[src/rtl/pcs_scr_pkg.sv]
// Shared definitions for the 64B/66B transmit scrambler (x^58 + x^39 + 1).
// Also holds the constant function that folds the serial scrambler recurrence into per-bit XOR masks.
package pcs_scr_pkg;

  localparam int LFSR_WIDTH = 58;
  localparam int DATA_WIDTH = 64;
  localparam int TAP_A      = 39;
  localparam int TAP_B      = 58;
  localparam int HIST_WIDTH = LFSR_WIDTH + DATA_WIDTH;

  localparam logic [LFSR_WIDTH-1:0] DEFAULT_SEED = 58'h3FF_FFFF_FFFF_FFFF;

  typedef struct packed {
    logic [1:0]            hdr;
    logic [DATA_WIDTH-1:0] data;
  } blk66_t;

  // Row n selects which bits of {data_in, state_in} XOR together to form out[n].
  // Taps landing inside the current block reuse the row of the output bit they refer to.
  function automatic logic [DATA_WIDTH-1:0][HIST_WIDTH-1:0] scr_masks();
    logic [DATA_WIDTH-1:0][HIST_WIDTH-1:0] m;
    int k_near;
    int k_far;
    m = '0;
    for (int n = 0; n < DATA_WIDTH; n++) begin
      m[n][LFSR_WIDTH+n] = 1'b1;
      k_near = n + TAP_B - TAP_A;
      k_far  = n;
      if (k_near < LFSR_WIDTH) m[n][k_near] = ~m[n][k_near];
      else                     m[n] = m[n] ^ m[k_near-LFSR_WIDTH];
      if (k_far < LFSR_WIDTH)  m[n][k_far] = ~m[n][k_far];
      else                     m[n] = m[n] ^ m[k_far-LFSR_WIDTH];
    end
    return m;
  endfunction

endpackage

[src/rtl/scr_lfsr_comb.sv]
// One 64-bit step of the self-synchronising scrambler, purely combinational.
// The next state is the newest 58 scrambled bits.
module scr_lfsr_comb
  import pcs_scr_pkg::*;
(
  input  logic [LFSR_WIDTH-1:0] state_in,
  input  logic [DATA_WIDTH-1:0] data_in,
  output logic [DATA_WIDTH-1:0] data_out,
  output logic [LFSR_WIDTH-1:0] state_out
);

  localparam logic [DATA_WIDTH-1:0][HIST_WIDTH-1:0] MASK = scr_masks();

  logic [HIST_WIDTH-1:0] w_src;

  assign w_src = {data_in, state_in};

  always_comb begin
    data_out = '0;
    for (int n = 0; n < DATA_WIDTH; n++) begin
      data_out[n] = ^(w_src & MASK[n]);
    end
  end

  assign state_out = data_out[DATA_WIDTH-1 -: LFSR_WIDTH];

endmodule

[src/rtl/tx_scrambler_64b66b.sv]
// 64B/66B transmit scrambler: scrambles the payload, forwards the header, and registers
// the result behind a 2-entry skid buffer so downstream backpressure never stalls a block.
module tx_scrambler_64b66b
  import pcs_scr_pkg::*;
#(
  parameter logic [LFSR_WIDTH-1:0] SEED_VALUE = DEFAULT_SEED,
  parameter int                    CNT_WIDTH  = 32
) (
  input  logic                  CLK,
  input  logic                  rst_n,
  input  logic [1:0]            in_hdr,
  input  logic [DATA_WIDTH-1:0] in_data,
  input  logic                  in_scr_en,
  input  logic                  in_valid,
  output logic                  in_ready,
  input  logic                  load_seed,
  output logic [1:0]            out_hdr,
  output logic [DATA_WIDTH-1:0] out_data,
  output logic                  out_valid,
  input  logic                  out_ready,
  output logic [CNT_WIDTH-1:0]  blk_cnt
);

  logic [LFSR_WIDTH-1:0] r_lfsr;
  blk66_t                r_out;
  logic                  r_out_valid;
  blk66_t                r_skid;
  logic                  r_skid_valid;
  logic [CNT_WIDTH-1:0]  r_blk_cnt;

  logic                  w_accept;
  logic                  w_xfer;
  logic [DATA_WIDTH-1:0] w_scr_data;
  logic [LFSR_WIDTH-1:0] w_state_next;
  blk66_t                w_blk;

  scr_lfsr_comb u_scr (
    .state_in  (r_lfsr),
    .data_in   (in_data),
    .data_out  (w_scr_data),
    .state_out (w_state_next)
  );

  // The skid entry is only ever occupied while the output entry is, so it alone means full.
  assign in_ready = ~r_skid_valid;
  assign w_accept = in_valid & in_ready;
  assign w_xfer   = r_out_valid & out_ready;

  always_comb begin
    w_blk.hdr  = in_hdr;
    w_blk.data = in_scr_en ? w_scr_data : in_data;
  end

  // A reload wins over the advance of a block accepted in the same cycle.
  always_ff @(posedge CLK or negedge rst_n) begin
    if (!rst_n) begin
      r_lfsr <= SEED_VALUE;
    end else if (load_seed) begin
      r_lfsr <= SEED_VALUE;
    end else if (w_accept && in_scr_en) begin
      r_lfsr <= w_state_next;
    end
  end

  always_ff @(posedge CLK or negedge rst_n) begin
    if (!rst_n) begin
      r_out        <= '0;
      r_out_valid  <= 1'b0;
      r_skid       <= '0;
      r_skid_valid <= 1'b0;
    end else if (!r_out_valid || w_xfer) begin
      if (r_skid_valid) begin
        r_out        <= r_skid;
        r_out_valid  <= 1'b1;
        r_skid_valid <= 1'b0;
      end else if (w_accept) begin
        r_out       <= w_blk;
        r_out_valid <= 1'b1;
      end else begin
        r_out_valid <= 1'b0;
      end
    end else if (w_accept) begin
      r_skid       <= w_blk;
      r_skid_valid <= 1'b1;
    end
  end

  always_ff @(posedge CLK or negedge rst_n) begin
    if (!rst_n) begin
      r_blk_cnt <= '0;
    end else if (w_xfer) begin
      r_blk_cnt <= r_blk_cnt + {{(CNT_WIDTH-1){1'b0}}, 1'b1};
    end
  end

  assign out_hdr   = r_out.hdr;
  assign out_data  = r_out.data;
  assign out_valid = r_out_valid;
  assign blk_cnt   = r_blk_cnt;

endmodule

[config.mk]
export PLATFORM = sky130hd
export DESIGN_NAME = tx_scrambler_64b66b
export DESIGN_NICKNAME = d
export VERILOG_FILES = /design/src/rtl/pcs_scr_pkg.sv /design/src/rtl/scr_lfsr_comb.sv /design/src/rtl/tx_scrambler_64b66b.sv
export SDC_FILE = /design/constraint.sdc
export NUM_CORES = 1
export LEC_CHECK = 0
export CORE_MARGIN = 3
export CORE_UTILIZATION = 35
export DETAILED_ROUTE_END_ITERATION = 6
export HOLD_SLACK_MARGIN = 0.15
export SLEW_MARGIN = 20
export SYNTH_ARGS = -nofsm -noshare
export SYNTH_HDL_FRONTEND = slang
export SYNTH_HIERARCHICAL = 1
export SYNTH_SLANG_ARGS = --single-unit
[constraint.sdc]
create_clock -name CLK -period 1.9 [get_ports CLK]
set_input_delay 0.38 -clock CLK [delete_from_list [all_inputs] [get_ports CLK]]
set_output_delay 0.38 -clock CLK [all_outputs]
set_load 0.05 [all_outputs]
==> results.cfg <==
[status]
status = complete, but fails checks
violations = setup timing

[run]
cap_violations = 0

[timing]
fin_crit_ns = 1.901
fmax_mhz = 526.0
drv_slew = 0
finClkSkew_ns = 0.009047
finalSetupViolCount = 1
slew_headroom = 0.6773
tightest_slew_ns = 0.4841
hold_viol = 0
rsz0062_at_grt = yes
whs_ns = 0.3631
setup_ws_ns = -0.0009619
period_share = 1.001

[final_layout]
layout.nets = 1477
final_util = 0.4672
fillers = 3146
drive_gt1_frac = 0.2626
final-seq-area_um2 = 5685
layout.cells.non_filler = 1867
multi_input_area_um2 = 5510
area_delta_synth_final_pct = 30.04

[routing]
drtPass1Iterations = 4
route.detailed.wl_per_inst_um = 18.38
drc = 0
route.antenna.remaining_nets = 0
via_count = 8945
viasPerCell = 4.791
routed_wirelength_mm = 34.31
drtIter0Drc = 463

[clock_network]
cts.clk_slew.worst_paths_ns = 0.06
numCtsBuffers = 26
clock_sinks = 224
insertion_delay_ns = 0.53
cts_tree = done
root_buffer = clkbuf_16
cts_max_level = 1
clock_path_buffers = 3

[pwr]
power.switching_mw = 6.268
pwr-share-seq = 0.364
leakage_nw = 7.011
ir_drop_mv = 0.8217
switching_share = 0.3540
p_int_mw = 11.44
powerDensity_nw_per_um2 = 1153
clkPwrFrac = 0.300
share_comb_of_total_power = 0.336

[setup_path]
worst_setup_path_end_kind = flip-flop
r2r-end = out_data[51]
crit_type = reg -> reg
critPathLaunchType = flip-flop
required_ns = 2.30
crit_chain = xor2_2 > xnor3_1 > mux2i_2 > buf_4 > nor2_1 > a21oi_1 > o21ai_1
path_buf_inv = 1
critPathArrivalTime_ns = 2.30
r2r_setup_slack_ns = -0.001
r2r-start = r_lfsr[51]
path_delay_family = flip-flops
crit_fanout = 3
slowest_stage = dfstp_2
critPathMaxStageDelay_ns = 0.59
ff2ff_path_depth = 7

[global_routing]
grt_start_max_net_pins = 101
grt_use_total = 0.1877
grt_pass1_wl_mm = 52.74
grt_pass1_vias = 8801
antenna_found_initial = 4
overflow = 0

[yosys]
synth.avg_cell_area_um2 = 9.849
seq_area_frac_synth = 0.4808
syn_nets = 1272
syn_area_um2 = 11810
synth_cells = 1199
yosysUniqueCellTypes = 33
yosys_warnings = 6
synth_seq_cells = 224

[die]
die_area_um2 = 35980
die_width_um = 189.7
fp.dieH_um = 189.7
num_rows = 66
ios = 172
core_um2 = 32870
start_util = 0.3593

[placed_design]
hpwl_mm = 25.02
numPortBuffers = 171
gp_routability_congestion = 0.8194
placedCellCount = 1809

[worst_hold_path]
hp-class = in -> async
## worst reg2reg max path: cells and delay by family (launching register included)
kind	cells	cell delay, ns
AO/OA/AOI/OAI	2	0.23
AND/OR/NAND/NOR	1	0.03
XOR/XNOR	2	0.53
flip-flops	1	0.59
multiplexers	1	0.23
buffers and inverters	1	0.16
## through the flow
step	power (mW)	setup slack (ns)	cell area (µm²)	setup TNS (ns)
2_1_floorplan	10.39	0.001981	11810	0
3_3_place_gp	12.34	-0.4273	14280	-18.21
3_5_place_dp	12.43	-0.4901	14280	-18.59
4_1_cts	17.81	0.01225	15210	0
5_1_grt	18.63	-0.06433	15360	-0.1562
6_report	17.71	-0.0009619	15360	-0.0009619
## power by group through the flow
| stage | Combinational [mW] | Clock, mW | Sequential [mW] |
|---|---|---|---|
| 6_report | 5.95 | 5.31 | 6.45 |
| 5_1_grt | 6.43 | 5.64 | 6.56 |
| 4_1_cts | 5.92 | 5.43 | 6.45 |
| 3_5_place_dp | 5.90 | 0 | 6.52 |
| 3_3_place_gp | 5.85 | 0 | 6.49 |
| 2_1_floorplan | 2.57 | 0 | 7.82 |
## cells in the mapped netlist
library cell  number  area share
nand4_4            1      0.0018
buf_2             24       0.010
dfstp_2           58        0.13
ha_1               1      0.0011
o21ai_1            1     0.00042
mux2i_1           66       0.056
or2_2              1     0.00053
nand2b_1           1     0.00053
nand3b_1          58       0.037
inv_1              3     0.00095
and4bb_1           1      0.0011
xnor2_2            7      0.0096
nand2_1          192       0.061
mux2_2             3      0.0029
xnor2_1           99       0.073
o21ai_0           66       0.028
and3_1             6      0.0032
nand3_1           12      0.0051
xor3_1             6       0.012
and4_1             2      0.0015
xor2_1            22       0.016
buf_4             58       0.037
buf_1              2     0.00064
nor4_4             2      0.0036
and2_1             1     0.00053
nor3_1             1     0.00042
dfrtp_1          166        0.35
nor3b_1            2      0.0013
clkbuf_1          43       0.014
nand4_1           12      0.0064
nor2_1           135       0.043
xnor3_1           19       0.036
a21oi_1          128       0.054
## placed cells by master (no fill, tap or decap), types with 6 or more instances in the layout
cell type        Yosys  routed
nand4_1             12      12
xnor3_1             19      17
clkdlybuf4s50_1      0      69
clkinv_2             0       6
xor2_1              22      17
nand3_1             12      11
xnor2_1             99      97
mux2i_1             66      59
nand3b_1            58      58
xor3_1               6       6
nor2_1             135     135
a21oi_1            128     125
buf_12               0      17
mux2i_2              0       7
dfstp_2             58      58
dfrtp_1            166     162
nand2_1            192     192
xnor2_2              7       9
clkbuf_16            0      27
buf_4               58     213
o21ai_0             66      64
## final cells by class
type	instances	area share
Sequential cell	224	0.3702
Inverter	3	0.0007333
Multi-Input combinational cell	845	0.3588
Clock buffer	35	0.04791
Antenna cell	1	0.0001630
Timing Repair Buffer	304	0.1748
Tap cell	442	0.03601
Clock inverter	13	0.01133
## repair_timing
item	in CTS	in global routing
resized for setup	3	21
hold endpoints to repair	124	0
setup buffers	1	7
hold buffers	1	0
pin swaps	0	11
endpoints found under the setup margin	4	13
## cells by family (layout without fill, tap and decap cells)
| group | count (synthesis) | after routing | synth area share |
|---|---|---|---|
| AND/OR/NAND/NOR | 427 | 427 | 0.1667 |
| buffers and inverters | 130 | 355 | 0.06230 |
| XOR/XNOR | 153 | 153 | 0.1477 |
| other | 0 | 1 | 0 |
| multiplexers | 69 | 69 | 0.05880 |
| adder cells (fa/ha/maj) | 1 | 1 | 0.001059 |
| AO/OA/AOI/OAI | 195 | 195 | 0.08264 |
| flip-flops | 224 | 224 | 0.4808 |
## registers in the layout, summed over array words and instances, names as in the netlist
signal        cells
blk_cnt          32
out_valid         1
r_skid           66
r_lfsr           58
out_hdr           2
r_skid_valid      1
out_data         64
## worst max-delay path by stage
stage / depth (start not counted) / endpoint / start / slack, ns
2_1_floorplan: 4 / blk_cnt[22] / blk_cnt[4] / 0.002
3_3_place_gp: 7 / out_data[39] / in_data[0] / -0.43
3_5_place_dp: 7 / out_data[39] / in_data[0] / -0.49
4_1_cts: 6 / out_data[39] / r_lfsr[0] / 0.01
5_1_grt: 7 / out_data[57] / r_lfsr[57] / -0.06
6_report: 7 / out_data[51] / r_lfsr[51] / -0.001
## per-layer routing
layer / part of all wire / vias up / GRT usage
met1: 0.47 / 4340 / 0.2700
met4: 0.016 / 6 / 0.03554
met5: 0.0013 / - / 0
met3: 0.049 / 36 / 0.03685
li1: - / 4355 / -
met2: 0.46 / 208 / 0.2978
No activity file was read; power rests on OpenSTA's default activity.
